### config.mk
export PLATFORM = sky130hd
export DESIGN_NAME = coefficient_responder_flat
export DESIGN_NICKNAME = d
export VERILOG_FILES = /design/src/rtl/coefficient_responder_if.sv /design/src/rtl/coefficient_responder.sv /design/src/flat_wrapper.sv
export SDC_FILE = /design/constraint.sdc
export NUM_CORES = 1
export LEC_CHECK = 0
export ABC_AREA = 0
export CAP_MARGIN = 10
export CORE_ASPECT_RATIO = 0.75
export CORE_MARGIN = 2
export CORE_UTILIZATION = 30
export DETAILED_ROUTE_END_ITERATION = 10
export HOLD_SLACK_MARGIN = 0.1
export SLEW_MARGIN = 25
export SYNTH_ARGS = -nofsm -noshare
export SYNTH_HDL_FRONTEND = slang
export SYNTH_SLANG_ARGS = --single-unit
### constraint.sdc
create_clock -name clk -period 4.5 [get_ports clk]
set_clock_uncertainty 0.2 [all_clocks]
set_input_delay 0.45 -clock clk [delete_from_list [all_inputs] [get_ports clk]]
set_output_delay 0.45 -clock clk [all_outputs]
set_load 0.02 [all_outputs]
### src/rtl/coefficient_responder_if.sv
// Coefficient-load bus between the loader (master) and the responder (slave).
interface coefficient_responder_if;
    logic        load_coeff;
    logic [1:0]  coefficient_num;
    logic [15:0] fir_coefficient;
    logic        clear_coeff;
    logic        modwait;
    logic [15:0] f0_coeff;
    logic [15:0] f1_coeff;
    logic [15:0] f2_coeff;
    logic [15:0] f3_coeff;
    logic [3:0]  coeff_valid;
    logic        all_loaded;
    logic        load_err;

    modport master (
        output load_coeff, coefficient_num, fir_coefficient, clear_coeff,
        input  modwait, f0_coeff, f1_coeff, f2_coeff, f3_coeff, coeff_valid, all_loaded,
               load_err
    );

    modport slave (
        input  load_coeff, coefficient_num, fir_coefficient, clear_coeff,
        output modwait, f0_coeff, f1_coeff, f2_coeff, f3_coeff, coeff_valid, all_loaded,
               load_err
    );
endinterface

### src/rtl/coefficient_responder.sv
// Responder for the coefficient-load handshake: latches a request, holds modwait for
// LOAD_CYCLES cycles, then writes the coefficient into F0..F3 and marks it valid.
module coefficient_responder #(
    parameter int unsigned LOAD_CYCLES = 2
) (
    input logic                    clk,
    input logic                    n_reset,
    coefficient_responder_if.slave bus
);

    typedef enum logic {StIdle, StBusy} state_e;

    localparam logic [3:0] CntInit = 4'(LOAD_CYCLES - 1);

    state_e      state_q;
    logic        first_q;   // set during the first BUSY edge, where a held request is its tail
    logic [3:0]  cnt_q;
    logic [1:0]  num_q;
    logic [15:0] data_q;
    logic        modwait_q;
    logic        err_q;
    logic [3:0]  valid_q;
    logic [15:0] f_q [4];

    // Handshake FSM with registered outputs; clear is applied before a completing write
    always_ff @(posedge clk or negedge n_reset) begin
        if (!n_reset) begin
            state_q   <= StIdle;
            first_q   <= 1'b0;
            cnt_q     <= '0;
            num_q     <= '0;
            data_q    <= '0;
            modwait_q <= 1'b0;
            err_q     <= 1'b0;
            valid_q   <= '0;
            for (int i = 0; i < 4; i++) begin
                f_q[i] <= '0;
            end
        end else begin
            err_q <= 1'b0;
            if (bus.clear_coeff) begin
                valid_q <= '0;
            end
            case (state_q)
                StIdle: begin
                    if (bus.load_coeff) begin
                        num_q     <= bus.coefficient_num;
                        data_q    <= bus.fir_coefficient;
                        cnt_q     <= CntInit;
                        first_q   <= 1'b1;
                        modwait_q <= 1'b1;
                        state_q   <= StBusy;
                    end
                end
                StBusy: begin
                    first_q <= 1'b0;
                    if (bus.load_coeff && !first_q) begin
                        err_q <= 1'b1;
                    end
                    if (cnt_q != 4'd0) begin
                        cnt_q <= cnt_q - 4'd1;
                    end else begin
                        f_q[num_q]     <= data_q;
                        valid_q[num_q] <= 1'b1;
                        modwait_q      <= 1'b0;
                        state_q        <= StIdle;
                    end
                end
                default: state_q <= StIdle;
            endcase
        end
    end

    assign bus.modwait     = modwait_q;
    assign bus.load_err    = err_q;
    assign bus.f0_coeff    = f_q[0];
    assign bus.f1_coeff    = f_q[1];
    assign bus.f2_coeff    = f_q[2];
    assign bus.f3_coeff    = f_q[3];
    assign bus.coeff_valid = valid_q;
    assign bus.all_loaded  = &valid_q;

endmodule

### src/flat_wrapper.sv
// flat-port wrapper written by rule: the top's interface ports become plain ports
module coefficient_responder_flat 
#(
    parameter int unsigned LOAD_CYCLES = 2
)
  (clk, n_reset, bus_load_coeff, bus_coefficient_num, bus_fir_coefficient, bus_clear_coeff, bus_modwait, bus_f0_coeff, bus_f1_coeff, bus_f2_coeff, bus_f3_coeff, bus_coeff_valid, bus_all_loaded, bus_load_err);
  coefficient_responder_if bus_i ();
  input logic clk;
  input logic n_reset;
  input wire logic [$bits(bus_i.load_coeff)-1:0] bus_load_coeff;
  input wire logic [$bits(bus_i.coefficient_num)-1:0] bus_coefficient_num;
  input wire logic [$bits(bus_i.fir_coefficient)-1:0] bus_fir_coefficient;
  input wire logic [$bits(bus_i.clear_coeff)-1:0] bus_clear_coeff;
  output wire logic [$bits(bus_i.modwait)-1:0] bus_modwait;
  output wire logic [$bits(bus_i.f0_coeff)-1:0] bus_f0_coeff;
  output wire logic [$bits(bus_i.f1_coeff)-1:0] bus_f1_coeff;
  output wire logic [$bits(bus_i.f2_coeff)-1:0] bus_f2_coeff;
  output wire logic [$bits(bus_i.f3_coeff)-1:0] bus_f3_coeff;
  output wire logic [$bits(bus_i.coeff_valid)-1:0] bus_coeff_valid;
  output wire logic [$bits(bus_i.all_loaded)-1:0] bus_all_loaded;
  output wire logic [$bits(bus_i.load_err)-1:0] bus_load_err;
  assign bus_i.load_coeff = bus_load_coeff;
  assign bus_i.coefficient_num = bus_coefficient_num;
  assign bus_i.fir_coefficient = bus_fir_coefficient;
  assign bus_i.clear_coeff = bus_clear_coeff;
  assign bus_modwait = bus_i.modwait;
  assign bus_f0_coeff = bus_i.f0_coeff;
  assign bus_f1_coeff = bus_i.f1_coeff;
  assign bus_f2_coeff = bus_i.f2_coeff;
  assign bus_f3_coeff = bus_i.f3_coeff;
  assign bus_coeff_valid = bus_i.coeff_valid;
  assign bus_all_loaded = bus_i.all_loaded;
  assign bus_load_err = bus_i.load_err;
  coefficient_responder #(.LOAD_CYCLES(LOAD_CYCLES)) u_core (.clk(clk), .n_reset(n_reset), .bus(bus_i));
endmodule
# == After elaboration in Yosys (flattened, before gate mapping) ==
# Index checks and enable logic that the tools add are counted.
# word_totals
reg_bits,94
elab_cells,54
# classes
n_addsub,1
eq_ne,3
bitwise_logic,4
magnitude_cmp,4
muxes,20
reduce_logical,10
# op_table
operator,n
bitwise mux 64 bit,1
demux 16 bit (select 2 bit),1
two-way mux 4 bit,5
two-way mux 16 bit,1
case mux 4 bit (2 select lines),1
AND reduction 2 bit,4
two-way mux 1 bit,7
"!= test 2 bit, second input constant",3
case mux 1 bit (2 select lines),3
bitwise OR 4 bit,1
AND reduction 4 bit,1
nonzero test 4 bit,1
"subtractor 4 x 1 -> 4 bit, second input constant",1
"greater-or-equal comparator 3 bit, second input constant",1
logical AND 1 bit,3
"less-than comparator 2 x 3 -> 1 bit, second input constant",1
"less-than comparator 3 x 1 -> 1 bit, second input constant",1
NOT 2 -> 3 bit,1
demux 1 bit (select 2 bit),1
"greater-or-equal comparator 2 x 1 -> 1 bit, second input constant",1
NOT 1 bit,2
logical NOT 1 bit,1

# == Depth between registers and ports, before layout ==
# depth
word_depth,7
mapped_depth,7

# == Worst setup path after synthesis ==
# No wires, ideal clock.
# synth_path
path_type,reg-to-reg
start,reg u_core.cnt_q[0]
end,"reg u_core.f_q, in the netlist u_core.bus.f0_coeff[10]"
arrival_ps,2069
path_stages_with_launch,8
setup_slack_ps,2106
period_less_slack_ps,2394
path_cell_list,dfrtp_1 > inv_1 > ha_1 > or3b_4 > or4b_4 > buf_6 > buf_12 > mux2_4
# synth_via
elab_chain_cells,3
# synth_rtl
item,line_no,text
from (decl),coefficient_responder.sv:17,logic [3:0] cnt_q;
from (signal assigned),coefficient_responder.sv:49,cnt_q <= CntInit;
from (signal assigned),coefficient_responder.sv:61,cnt_q <= cnt_q - 4'd1;
nonzero test 4 bit,coefficient_responder.sv:60,if (cnt_q != 4'd0) begin
NOT 1 bit (no source line),-,
AND reduction 2 bit (no source line),-,
"to (signal, indexed assignment)",coefficient_responder.sv:63,f_q[num_q] <= data_q;
to (decl),coefficient_responder.sv:23,logic [15:0] f_q [4];
# Every way passes these cells.
# A chain may end at the register's enable or synchronous reset.

# == Worst setup path after layout ==
# layout_path
start,reg u_core.cnt_q[0]
end,"reg u_core.f_q, in the netlist u_core.bus.f3_coeff[14]"
# Same word-level chain as after synthesis.

==> results.json <==
{
  "cell_area_synth_mm2": 0.00363,
  "num_rows": 34,
  "setup_viol": 0,
  "setup_slack_at_placement_ns": 1.63,
  "achievable-frequency_mhz": 389,
  "p_leak_nw": 2.21,
  "timing.critical_path.to_type": "register",
  "setup_repair_after_global_routing_missed_its_margin": "no",
  "report.power.total_mw": 3.93,
  "synth-async-reset-ratio": 1.00,
  "path_clk_slew_ns": 0.06,
  "ys_warn_count": 0,
  "synthCells": 227,
  "timing.slew.headroom": 0.558,
  "design.portCount": 93,
  "vias_per_cell": 4.43,
  "syn_avg_cell_area_um2": 16.0,
  "grt_util_all_layers": 0.128,
  "cts-htree-levels": 3,
  "die_width_um": 131,
  "power_density_cells_mw_per_mm2": 779,
  "hold_class": "reg2reg",
  "setup.worst_path.class": "reg2reg",
  "place.gp.congestion": 0.722,
  "post_route_fraction_of_the_period_consumed_by_the_critical_path": 0.571,
  "antennaDiodeCount": 0,
  "first_pass_iters": 4,
  "maxCapViolCount": 0,
  "synth_enable_flop_cells": 0,
  "cts.sinks": 94,
  "placedInstanceArea_mm2": 0.00473,
  "cts_tree": "built",
  "timing_hold_violations_final": 0,
  "synth.top_cell.area_share": 0.648,
  "initial_core_utilization": 0.310,
  "route.detailed.wl_per_inst_um": 16.0,
  "final_net_count": 350,
  "synth.net_count": 251,
  "drc_errors": 0,
  "unique_masters_post_synth": 25,
  "final_core_utilization": 0.431,
  "timing_worst_slew_pin_value_ns": 0.661,
  "num_vias": 2186,
  "final.setup.tns_ns": 0,
  "numCtsBuffers": 9,
  "peakVddDrop_mv": 0.290,
  "grt_pass1_vias": 2264,
  "detailed_place_hpwl_um": 5350,
  "die_area_mm2": 0.0130,
  "critPathMaxFanout": 9,
  "drt-initial-drc-count": 87,
  "area_growth_from_synthesis_to_final_layout_pct": 39.0,
  "core_region_area_mm2": 0.0117,
  "post-synth-top-count-cell": "sky130_fd_sc_hd__dfrtp_1",
  "post-synth-top-area-cell": "sky130_fd_sc_hd__dfrtp_1",
  "wirelength_um": 7900,
  "outcome": "finished clean",
  "grt_start_max_net_pins": 51,
  "clk_root_buffer_cell": "sky130_fd_sc_hd__clkbuf_16",
  "critical_path_arrival_ns": 2.59,
  "port_buffers": 92,
  "synth_top_cells_by_count": "94 x sky130_fd_sc_hd__dfrtp_1, 73 x sky130_fd_sc_hd__mux2_2, 9 x sky130_fd_sc_hd__mux2_4",
  "final_area_mm2": 0.00504,
  "ys_seq_area_frac": 0.648,
  "yosys_register_bits": 94,
  "finalMaxSlewViolations": 0,
  "drive_gt1_frac": 0.317,
  "setup_ws_ns": 1.93,
  "grt_pass1_wl_um": 12500,
  "required_time_reported_for_the_critical_path_endpoint_ns": 4.52,
  "antenna_found_initial": 0,
  "drt.antenna.violating_nets": 0,
  "cp-start-kind": "register",
  "clk-insertion-delay-late_ns": 0.33,
  "synth.top_cells.by_area": "sky130_fd_sc_hd__dfrtp_1 65%, sky130_fd_sc_hd__mux2_2 23%, sky130_fd_sc_hd__mux2_4 3.7%",
  "fin_crit_ns": 2.57,
  "globalRoute.totalOverflow": 0,
  "floorplan.die.height_um": 99.2,
  "fill_cells": 1063,
  "ctsLongestPathBuffers": 2,
  "synth_ff_type": "sky130_fd_sc_hd__dfrtp_1"
}
[power by group]
group / switching [mW] / internal, mW
sequential: 0.299 / 1.24
combinational: 0.722 / 0.916
clock: 0.302 / 0.447
[worst paths after layout]
| check | start | endpoint | cells after the start | slack [ns] |
|---|---|---|---|---|
| max | u_core.cnt_q[0] | u_core.bus.f3_coeff[14] | 6 | 1.93 |
| min | u_core.first_q | u_core.bus.load_err | 1 | 0.24 |
| max reg2reg | u_core.cnt_q[0] | u_core.bus.f3_coeff[14] | 6 | 1.93 |
| min reg2reg | u_core.first_q | u_core.bus.load_err | 1 | 0.24 |
| max in group asynchronous | n_reset | u_core.bus.f1_coeff[4] | 3 | 2.59 |
| min in group asynchronous | n_reset | u_core.bus.f0_coeff[4] | 2 | 0.48 |
[routing by layer]
metal | wire length [um] | part of all wire | global-route usage | vias up
met2 | 3690 | 0.47 | 0.192 | 51
li1 | - | - | - | 1007
met3 | 382 | 0.048 | 0.0420 | 10
met5 | 0 | 0 | 0 | -
met1 | 3710 | 0.47 | 0.174 | 1118
met4 | 119 | 0.015 | 0.0442 | 0
[cell families after synthesis]
kind of cell / Yosys count / share of synthesized area
adders and majority gates: 2 / 0.00690
DFF: 94 / 0.648
buffers and inverters: 15 / 0.0221
and+or+nand+nor: 21 / 0.0372
muxes: 82 / 0.264
AOI/OAI and AO/OA: 13 / 0.0217
[layout make-up]
class | instances | area (um^2) | area share
clock inverter | 3 | 43.8 | 0.00868
clock buffer | 13 | 250 | 0.0496
sequential | 94 | 2350 | 0.466
inverter | 6 | 22.5 | 0.00446
timing repair buffer | 97 | 970 | 0.192
multi-input combinational | 118 | 1200 | 0.239
tap | 162 | 203 | 0.0402
[worst max-delay path: stages (launching register included)]
cell and delay (ns):
sky130_fd_sc_hd__dfrtp_1 0.39, sky130_fd_sc_hd__inv_1 0.12, sky130_fd_sc_hd__ha_1 0.19, sky130_fd_sc_hd__nor3b_2 0.32
sky130_fd_sc_hd__nand4_1 0.54, sky130_fd_sc_hd__buf_4 0.41, sky130_fd_sc_hd__mux2_2 0.29
[cells in the final DEF, fill, tap and decap left out, types with 2 or more instances in the layout]
cell type	instances
sky130_fd_sc_hd__clkbuf_1	3
sky130_fd_sc_hd__clkbuf_16	9
sky130_fd_sc_hd__dfrtp_1	94
sky130_fd_sc_hd__clkdlybuf4s50_1	91
sky130_fd_sc_hd__o21ai_0	7
sky130_fd_sc_hd__a21oi_1	2
sky130_fd_sc_hd__inv_1	6
sky130_fd_sc_hd__ha_1	2
sky130_fd_sc_hd__mux2_4	9
sky130_fd_sc_hd__nor2_1	5
sky130_fd_sc_hd__nand4b_1	3
sky130_fd_sc_hd__mux2_2	73
sky130_fd_sc_hd__buf_4	3
sky130_fd_sc_hd__nand2_1	5
[registers in the layout, summed over array words and instances, names as in the netlist]
signal / flops
u_core.data_q: 16
u_core.bus.f2_coeff: 16
u_core.state_q: 1
u_core.bus.f0_coeff: 16
u_core.first_q: 1
u_core.bus.f1_coeff: 16
u_core.bus.modwait: 1
u_core.bus.coeff_valid: 4
u_core.bus.f3_coeff: 16
u_core.num_q: 2
u_core.cnt_q: 4
u_core.bus.load_err: 1
[repair_timing]
item / CTS / global route
gates resized for setup: 0 / 0
endpoints found under the hold margin: 49 / 0
buffers inserted: 0 / 0
hold buffers: 1 / 0
[metrics by stage]
stage | std cells | hold slack (ns)
2_1_floorplan | 227 | -0.0456
3_3_place_gp | 474 | 0.228
3_5_place_dp | 475 | 0.225
4_1_cts | 492 | 0.246
5_1_grt | 493 | 0.264
6_report | 493 | 0.238
Power figures use the tool's default switching activity.
